**src/rtl/hilo_muldiv_unit.sv**
```systemverilog
// HI/LO multiply/divide unit: single-issue MULT/MULTU/DIV/DIVU/MTHI/MTLO with a
// radix-2 restoring divider and architectural HI/LO written at the end of WB.
module hilo_muldiv_unit #(
  parameter int unsigned DATA_W  = 32,
  parameter int unsigned MUL_LAT = 1
) (
  input  logic              clk,
  input  logic              reset,
  input  logic              flush,
  input  logic              req_valid,
  output logic              req_ready,
  input  logic [2:0]        req_op,
  input  logic [DATA_W-1:0] req_src1,
  input  logic [DATA_W-1:0] req_src2,
  input  logic              req_cancel,
  output logic              done,
  output logic [DATA_W-1:0] res_hi,
  output logic [DATA_W-1:0] res_lo,
  output logic [DATA_W-1:0] hi,
  output logic [DATA_W-1:0] lo,
  output logic              busy
);

  localparam int unsigned CNT_W    = $clog2(DATA_W + 1);
  localparam int unsigned PROD_W   = 2 * DATA_W;
  localparam int unsigned MUL_LAST = (MUL_LAT > 1) ? MUL_LAT - 2 : 0;
  localparam int unsigned DIV_LAST = DATA_W - 1;

  localparam logic [2:0] OP_MULT  = 3'b000;
  localparam logic [2:0] OP_MULTU = 3'b001;
  localparam logic [2:0] OP_DIV   = 3'b010;
  localparam logic [2:0] OP_DIVU  = 3'b011;
  localparam logic [2:0] OP_MTHI  = 3'b100;
  localparam logic [2:0] OP_MTLO  = 3'b101;

  typedef enum logic [1:0] {S_IDLE, S_MUL, S_DIV, S_WB} state_e;

  state_e            state_q, state_d;
  logic [2:0]        op_q, op_d;
  logic [DATA_W-1:0] src1_q, src1_d, src2_q, src2_d;
  logic [CNT_W-1:0]  cnt_q, cnt_d;
  logic [DATA_W-1:0] rem_q, rem_d, quot_q, quot_d;
  logic [DATA_W-1:0] res_hi_q, res_hi_d, res_lo_q, res_lo_d;
  logic [DATA_W-1:0] hi_q, hi_d, lo_q, lo_d;
  logic              done_q, done_d, busy_q, busy_d, ready_q, ready_d;

  logic              accept;
  logic              is_signed;
  logic [2:0]        op_sel;
  logic [DATA_W-1:0] a_sel, b_sel, dvs;
  logic [DATA_W:0]   a_ext, b_ext, rem_sh, trial;
  logic [PROD_W-1:0] prod;
  logic [DATA_W-1:0] rem_n, quot_n;

  function automatic logic [DATA_W-1:0] mag(input logic [DATA_W-1:0] x, input logic sgn);
    return (sgn && x[DATA_W-1]) ? (~x + DATA_W'(1)) : x;
  endfunction

  // Operands come straight from the request in IDLE so single-cycle ops can finish in WB.
  always_comb begin
    accept    = (state_q == S_IDLE) && req_valid && !flush;
    op_sel    = (state_q == S_IDLE) ? req_op   : op_q;
    a_sel     = (state_q == S_IDLE) ? req_src1 : src1_q;
    b_sel     = (state_q == S_IDLE) ? req_src2 : src2_q;
    is_signed = ~op_sel[0];
    a_ext     = {is_signed & a_sel[DATA_W-1], a_sel};
    b_ext     = {is_signed & b_sel[DATA_W-1], b_sel};
    prod      = PROD_W'($signed(a_ext)) * PROD_W'($signed(b_ext));
    dvs       = mag(src2_q, ~op_q[0]);
    rem_sh    = {rem_q, quot_q[DATA_W-1]};
    trial     = rem_sh - {1'b0, dvs};
    rem_n     = trial[DATA_W] ? rem_sh[DATA_W-1:0] : trial[DATA_W-1:0];
    quot_n    = {quot_q[DATA_W-2:0], ~trial[DATA_W]};
  end

  // Next-state, datapath and architectural-register update.
  always_comb begin
    state_d  = state_q;
    op_d     = op_q;
    src1_d   = src1_q;
    src2_d   = src2_q;
    cnt_d    = cnt_q;
    rem_d    = rem_q;
    quot_d   = quot_q;
    res_hi_d = res_hi_q;
    res_lo_d = res_lo_q;
    hi_d     = hi_q;
    lo_d     = lo_q;

    case (state_q)
      S_IDLE: begin
        if (accept) begin
          op_d   = req_op;
          src1_d = req_src1;
          src2_d = req_src2;
          cnt_d  = '0;
          rem_d  = '0;
          quot_d = mag(req_src1, ~req_op[0]);
          case (req_op)
            OP_MULT, OP_MULTU: begin
              if (MUL_LAT == 1) begin
                state_d  = S_WB;
                res_hi_d = prod[PROD_W-1:DATA_W];
                res_lo_d = prod[DATA_W-1:0];
              end else begin
                state_d = S_MUL;
              end
            end
            OP_DIV, OP_DIVU: state_d = S_DIV;
            default: begin
              state_d  = S_WB;
              res_hi_d = (req_op == OP_MTHI) ? req_src1 : '0;
              res_lo_d = (req_op == OP_MTLO) ? req_src1 : '0;
            end
          endcase
        end
      end
      S_MUL: begin
        if (cnt_q == CNT_W'(MUL_LAST)) begin
          state_d  = S_WB;
          res_hi_d = prod[PROD_W-1:DATA_W];
          res_lo_d = prod[DATA_W-1:0];
        end else begin
          cnt_d = cnt_q + CNT_W'(1);
        end
      end
      S_DIV: begin
        rem_d  = rem_n;
        quot_d = quot_n;
        if (cnt_q == CNT_W'(DIV_LAST)) begin
          state_d  = S_WB;
          res_lo_d = mag(quot_n, 1'b0);
          res_hi_d = rem_n;
          if (!op_q[0] && (src1_q[DATA_W-1] ^ src2_q[DATA_W-1])) res_lo_d = ~quot_n + DATA_W'(1);
          if (!op_q[0] && src1_q[DATA_W-1]) res_hi_d = ~rem_n + DATA_W'(1);
        end else begin
          cnt_d = cnt_q + CNT_W'(1);
        end
      end
      S_WB: begin
        state_d = S_IDLE;
        if (!req_cancel && !flush) begin
          if (op_q <= OP_MTHI) hi_d = res_hi_q;
          if (op_q <= OP_DIVU || op_q == OP_MTLO) lo_d = res_lo_q;
        end
      end
      default: state_d = S_IDLE;
    endcase

    // Flush kills whatever is in flight, including a result about to be produced.
    if (flush) begin
      state_d  = S_IDLE;
      res_hi_d = res_hi_q;
      res_lo_d = res_lo_q;
    end

    done_d  = (state_d == S_WB);
    busy_d  = (state_d != S_IDLE);
    ready_d = (state_d == S_IDLE);
  end

  always_ff @(posedge clk) begin
    if (reset) begin
      state_q  <= S_IDLE;
      op_q     <= '0;
      src1_q   <= '0;
      src2_q   <= '0;
      cnt_q    <= '0;
      rem_q    <= '0;
      quot_q   <= '0;
      res_hi_q <= '0;
      res_lo_q <= '0;
      hi_q     <= '0;
      lo_q     <= '0;
      done_q   <= 1'b0;
      busy_q   <= 1'b0;
      ready_q  <= 1'b1;
    end else begin
      state_q  <= state_d;
      op_q     <= op_d;
      src1_q   <= src1_d;
      src2_q   <= src2_d;
      cnt_q    <= cnt_d;
      rem_q    <= rem_d;
      quot_q   <= quot_d;
      res_hi_q <= res_hi_d;
      res_lo_q <= res_lo_d;
      hi_q     <= hi_d;
      lo_q     <= lo_d;
      done_q   <= done_d;
      busy_q   <= busy_d;
      ready_q  <= ready_d;
    end
  end

  assign req_ready = ready_q;
  assign done      = done_q;
  assign busy      = busy_q;
  assign res_hi    = res_hi_q;
  assign res_lo    = res_lo_q;
  assign hi        = hi_q;
  assign lo        = lo_q;

endmodule

```
**config.mk**
```make
export PLATFORM = sky130hd
export DESIGN_NAME = hilo_muldiv_unit
export DESIGN_NICKNAME = d
export VERILOG_FILES = /design/src/rtl/hilo_muldiv_unit.sv
export SDC_FILE = /design/constraint.sdc
export NUM_CORES = 2
export LEC_CHECK = 0
export BUFFER_PORTS_ARGS = -buffer_cell sky130_fd_sc_hd__buf_2
export CORE_ASPECT_RATIO = 1.75
export CORE_MARGIN = 3
export CORE_UTILIZATION = 50
export DETAILED_ROUTE_END_ITERATION = 7
export PLACE_DENSITY = 0.79
export SYNTH_ARGS = -nofsm -noshare
export SYNTH_HDL_FRONTEND = slang
export SYNTH_SLANG_ARGS = --single-unit
```
**constraint.sdc**
```tcl
create_clock -name clk -period 11.2 [get_ports clk]
set_input_delay 2.8 -clock clk [delete_from_list [all_inputs] [get_ports clk]]
set_output_delay 2.8 -clock clk [all_outputs]
set_load 0.02 [all_outputs]
```
# ---- Word level (Yosys, flattened, before mapping)
# Cells that the tools add are included.
dict set report word_totals {
  register_bits 270
  input_bits 72
}
dict set report classes {
  add_sub_neg 6
  n_mul 1
  magnitude_cmp 2
  eq_ne 17
  mux 34
  bitwise_logic 12
  n_reduce_logical 26
}
# operator count
set op_table {}
lappend op_table {{32-bit 2-to-1 mux} 17}
lappend op_table {{32-bit case mux with 2 select lines} 4}
lappend op_table {{32-bit case mux with 3 select lines} 2}
lappend op_table {{32-bit by 1-bit adder with 32-bit output, second input constant} 4}
lappend op_table {{32-bit inverter} 4}
lappend op_table {{33-bit by 33-bit multiplier with 64-bit output} 1}
lappend op_table {{33-bit by 32-bit subtractor with 33-bit output} 1}
lappend op_table {{6-bit 2-to-1 mux} 3}
lappend op_table {{6-bit case mux with 3 select lines} 1}
lappend op_table {{2-bit inequality test, second input constant} 6}
lappend op_table {{3-bit == test, second input constant} 3}
lappend op_table {{2-bit 2-to-1 mux} 4}
lappend op_table {{2-bit case mux with 4 select lines} 1}
lappend op_table {{1-bit logical AND} 7}
lappend op_table {{6-bit by 1-bit adder with 6-bit output, second input constant} 1}
lappend op_table {{2-bit == test, second input constant} 3}
lappend op_table {{3-bit by 2-bit == test with 1-bit output, second input constant} 2}
lappend op_table {{6-bit by 5-bit == test with 1-bit output, second input constant} 1}
lappend op_table {{6-bit zero test} 1}
lappend op_table {{3-bit AND reduction} 2}
lappend op_table {{6-bit AND reduction} 1}
lappend op_table {{1-bit inverter} 5}
lappend op_table {{2-bit zero test} 2}
lappend op_table {{2-bit AND reduction} 2}
lappend op_table {{14 further kinds} 20}

# ---- Depth between registers and ports, before layout
dict set report logic_depth {
  word_depth 10
  mapped_depth 40
}

# ---- Least setup slack after synthesis
# Ideal clock, no wire load.
dict set report synth_timing {
  kind {input to register}
  start {input req_src2[1]}
  end {register res_hi_q[30], in the netlist res_hi[30]}
  setup_ps 117
  t_arrival_ps 10892
  required_time_ps 11083
  setup_slack_ps 191
  path_stages 32
  n_path_buf 3
  path_cell_list {nand2_1 -> o21a_1 -> clkbuf_1 -> buf_1 -> nor2_1 -> fa_1 -> fa_1 -> fa_1 -> inv_1 -> fa_1 -> inv_1 -> fa_1 -> fa_1 -> fa_1 -> inv_1 -> fa_1 -> inv_1 -> ha_1 -> clkbuf_1 -> a21oi_1 -> o21a_1 -> nand4b_1 -> a41o_1 -> a32oi_1 -> o31a_1 -> o21ai_2 -> a21oi_2 -> o21ai_1 -> a21o_1 -> or3b_1 -> and3_1 -> a32o_1}
}
dict set report synth_between {
  elab_chain_cells 5
  elab_cells_between_ends 6
  cone_classes {1 x mul; 5 x mux}
}
# item line
set synth_lines {}
lappend synth_lines {{start, declared} 14} ;# input logic [DATA_W-1:0] req_src2,
lappend synth_lines {{32-bit 2-to-1 mux *} 64} ;# b_sel = (state_q == S_IDLE) ? req_src2 : src2_q;
lappend synth_lines {{33-bit by 33-bit multiplier with 64-bit output *} 68} ;# prod = PROD_W'($signed(a_ext)) * PROD_W'($signed(b_ext));
lappend synth_lines {{32-bit case mux with 2 select lines} 99} ;# case (req_op)
lappend synth_lines {{32-bit 2-to-1 mux} 92} ;# if (accept) begin
lappend synth_lines {{32-bit case mux with 3 select lines *} 90} ;# case (state_q)
lappend synth_lines {{end signal, assigned} 186} ;# res_hi_q <= res_hi_d;
lappend synth_lines {{end, declared} 43} ;# logic [DATA_W-1:0] res_hi_q, res_hi_d, res_lo_q, res_lo_d;
# Mark *: on every way between the ends. The rest lies on a longest branch, timed or not. The select of a mux whose other input is x is not followed.
# A chain may end at the register's enable or synchronous reset.

# ---- Worst setup path in the final report
dict set report layout_timing {
  start {input req_src1[16]}
  end {register res_hi_q[30], in the netlist res_hi[30]}
}
dict set report layout_between {
  elab_chain_cells 5
  elab_cells_between_ends 6
  cone_classes {1 x mul; 5 x mux}
}
# item line
set layout_lines {}
lappend layout_lines {{start, declared} 13} ;# input logic [DATA_W-1:0] req_src1,
lappend layout_lines {{32-bit 2-to-1 mux *} 63} ;# a_sel = (state_q == S_IDLE) ? req_src1 : src1_q;
lappend layout_lines {{33-bit by 33-bit multiplier with 64-bit output *} 68}
lappend layout_lines {{32-bit case mux with 2 select lines} 99}
lappend layout_lines {{32-bit 2-to-1 mux} 92}
lappend layout_lines {{32-bit case mux with 3 select lines *} 90}
# Marked as above.

==> reports/metrics.yaml <==
cts-root-buf: "clkbuf_16"
drt-wirelength-per-cell_um: 25.8
drt-pass1-iter-count: 6
gp_congestion: 1.09
die_area_um2: 114000
ys_async_sr_fraction_pct: 0
ant_nets: 0
end_kind: "flip-flop"
stdcell_area_um2: 60200
ys_seq_area_share_pct: 9.88
cpLargestDelayFamily: "adder cells"
synth_cells: 6547
cts.clk_slew.worst_paths_ns: 0.08
ios: 203
portBuffers: 202
numCtsBuffers: 23
hold_buffers: 0
fin_util_pct: 55.8
synth_edf_count: 0
cp.arrival_ns: 11.44
synth_area_um2: 54700
worst_pin_slew_ns: 1.16
fin_crit_ns: 10.94
fmax_mhz: 91.4
initial_utilization_pct: 50.6
rows: 159
yosys_warnings: 0
clock_skew_ns: 0.0198
place_area_um2: 59500
crit_path_frequent_cell: "fa_1"
hpwl_um: 169000
layout_common_cells: "1,239 x nand2_1, 1,164 x inv_1, 1,126 x fa_1, 587 x nor2_1, 379 x a21oi_1"
grt_pass1_wl_um: 314000
drt_first_iter_violations: 5317
relSlewSlack_pct: 20.4
path_class: "in2reg"
slew_violations: 0
grt_max_degree: 88
first_global_vias: 52612
antenna_found_initial: 17
fin_crit_sh_pct: 97.7
drv_cap: 0
synthFlopType: "dfxtp_1"
crit_slowest_cell: "fa_1"
drc: 0
slowest_delay_ns: 0.82
cts_buffer_depth: 3
num_vias: 49762
rsz0062_at_grt: "false"
drive_gt1_share_pct: 10.7
crit_fanout: 7
cp_data_required_time_ns: 11.70
core_area_um2: 108000
ys_types: 103
gr-usage-all-layers_pct: 37.3
cts_tree: "built"
wirelength_um: 212000
clock-sinks: 270
die_w_um: 256
synth_nets: 8001
final-setup-viol-count: 0
critPathBufInv: 7
hold_viol: 0
worstSetupStartpointType: "input port"
final_common_cell: "nand2_1"
syn_avg_cell_area_um2: 8.36
status: "finished clean"
synth-seq-cells: 270
overflow: 0
final_nets: 8199
via_per_inst: 6.05
hold_class: "reg2reg"
clk_latency_ns: 0.60
die_h_um: 444
cts_htree_levels: 1
area_growth_pct: 10.1
sequential cells by signal, indices dropped and copies added (netlist names), 3 cells and up:
| register | cells |
|---|---|
| hi | 32 |
| cnt_q | 6 |
| res_lo | 32 |
| src1_q | 32 |
| rem_q | 32 |
| quot_q | 32 |
| op_q | 3 |
| lo | 32 |
| src2_q | 32 |
| res_hi | 32 |
cell usage after synthesis, drive strengths merged, types with 12 or more instances:
library cell / number / area share [%]
a21o: 35 / 0.48
nor3: 61 / 0.58
mux2: 61 / 1.3
o211ai: 12 / 0.17
o21bai: 23 / 0.32
fa: 1126 / 41
a221oi: 71 / 1.1
xor2: 66 / 1.1
and3: 17 / 0.19
or3: 12 / 0.14
a32o: 12 / 0.22
nor4: 24 / 0.34
nor2b: 13 / 0.15
clkbuf: 322 / 2.2
o31ai: 34 / 0.49
inv: 1165 / 8.0
o41ai: 15 / 0.27
nand2: 1240 / 8.5
a31oi: 17 / 0.21
ha: 256 / 5.9
a211oi: 26 / 0.37
a221o: 20 / 0.37
dfxtp: 270 / 9.9
buf: 51 / 0.38
a22oi: 26 / 0.36
o21a: 19 / 0.26
nand2b: 12 / 0.14
or4: 13 / 0.18
nor2: 590 / 4.1
nand4: 12 / 0.14
mux2i: 66 / 1.2
and2: 31 / 0.36
xnor2: 153 / 2.4
o21ai: 142 / 1.3
a21oi: 382 / 3.5
nand3: 32 / 0.29
metrics by stage:
step / worst slack (ns) / TNS (ns) / instances / hold WS, ns
2_1_floorplan: 0.191 / 0 / 6547 / 0.436
6_report: 0.256 / 0 / 8219 / 0.453
4_1_cts: 0.389 / 0 / 8210 / 0.453
3_5_place_dp: -0.150 / -0.441 / 8169 / 0.443
3_3_place_gp: -0.0467 / -0.0681 / 8169 / 0.438
5_1_grt: 0.0802 / 0 / 8211 / 0.472
worst reg2reg max path, delay by kind of cell (launching register included):
| family | cells | cell delay [ns] |
|---|---|---|
| XOR/XNOR | 1 | 0.42 |
| buffers and inverters | 7 | 1.12 |
| AO/OA/AOI/OAI | 11 | 2.34 |
| multiplexers | 1 | 0.82 |
| flip-flops | 1 | 0.41 |
| AND/OR/NAND/NOR | 2 | 0.22 |
| adder cells (fa/ha/maj) | 10 | 4.81 |
layer usage:
metal / up-vias / track usage, % / share of wire (%)
met4: 12 / 37.9 / 13
met1: 24270 / 36.9 / 29
met3: 1373 / 9.55 / 11
met2: 3449 / 62.2 / 47
li1: 20658 / - / -
met5: - / 0 / 0.049
cells by family (layout without fill, tap and decap cells):
logic type | count (synthesis) | in the layout | synth area share [%]
compound gates | 911 | 911 | 10.8
buf+inv | 1540 | 1754 | 10.6
fa+ha+maj | 1382 | 1382 | 47.1
mux | 127 | 127 | 2.46
flops | 270 | 270 | 9.88
other cells | 0 | 9 | 0
simple gates | 2098 | 2098 | 15.7
xor+xnor | 219 | 219 | 3.51
final timing paths:
check                        startpoint                 endpoint  slack [ns]  cells after the start
hold reg to reg     lo[24]$_SDFFE_PP0P_      lo[24]$_SDFFE_PP0P_        0.45                      2
setup / recovery           req_src1[16]  res_hi[30]$_SDFFE_PP0P_        0.26                     31
hold / removal      lo[24]$_SDFFE_PP0P_      lo[24]$_SDFFE_PP0P_        0.45                      2
setup reg to reg  state_q[1]$_SDFF_PP0_  res_hi[19]$_SDFFE_PP0P_        0.95                     32
layout make-up:
class	count	area, µm²
antenna	9	22.5
clock buffer	25	593
clock inverter	16	130
fill	9505	47800
inverter	1167	4380
multi-input combinational	4737	43600
sequential	270	5410
tap	1449	1810
timing repair buffer	546	4290
repair_timing:
item	in CTS	in global routing
setup endpoints to repair	0	1
hold endpoints to repair	0	0
setup buffers	0	0
resized for setup	0	1
Power is left out: the tool's default activity adds up to more than one toggle a clock period on the data nets, which glitch-free logic cannot reach.
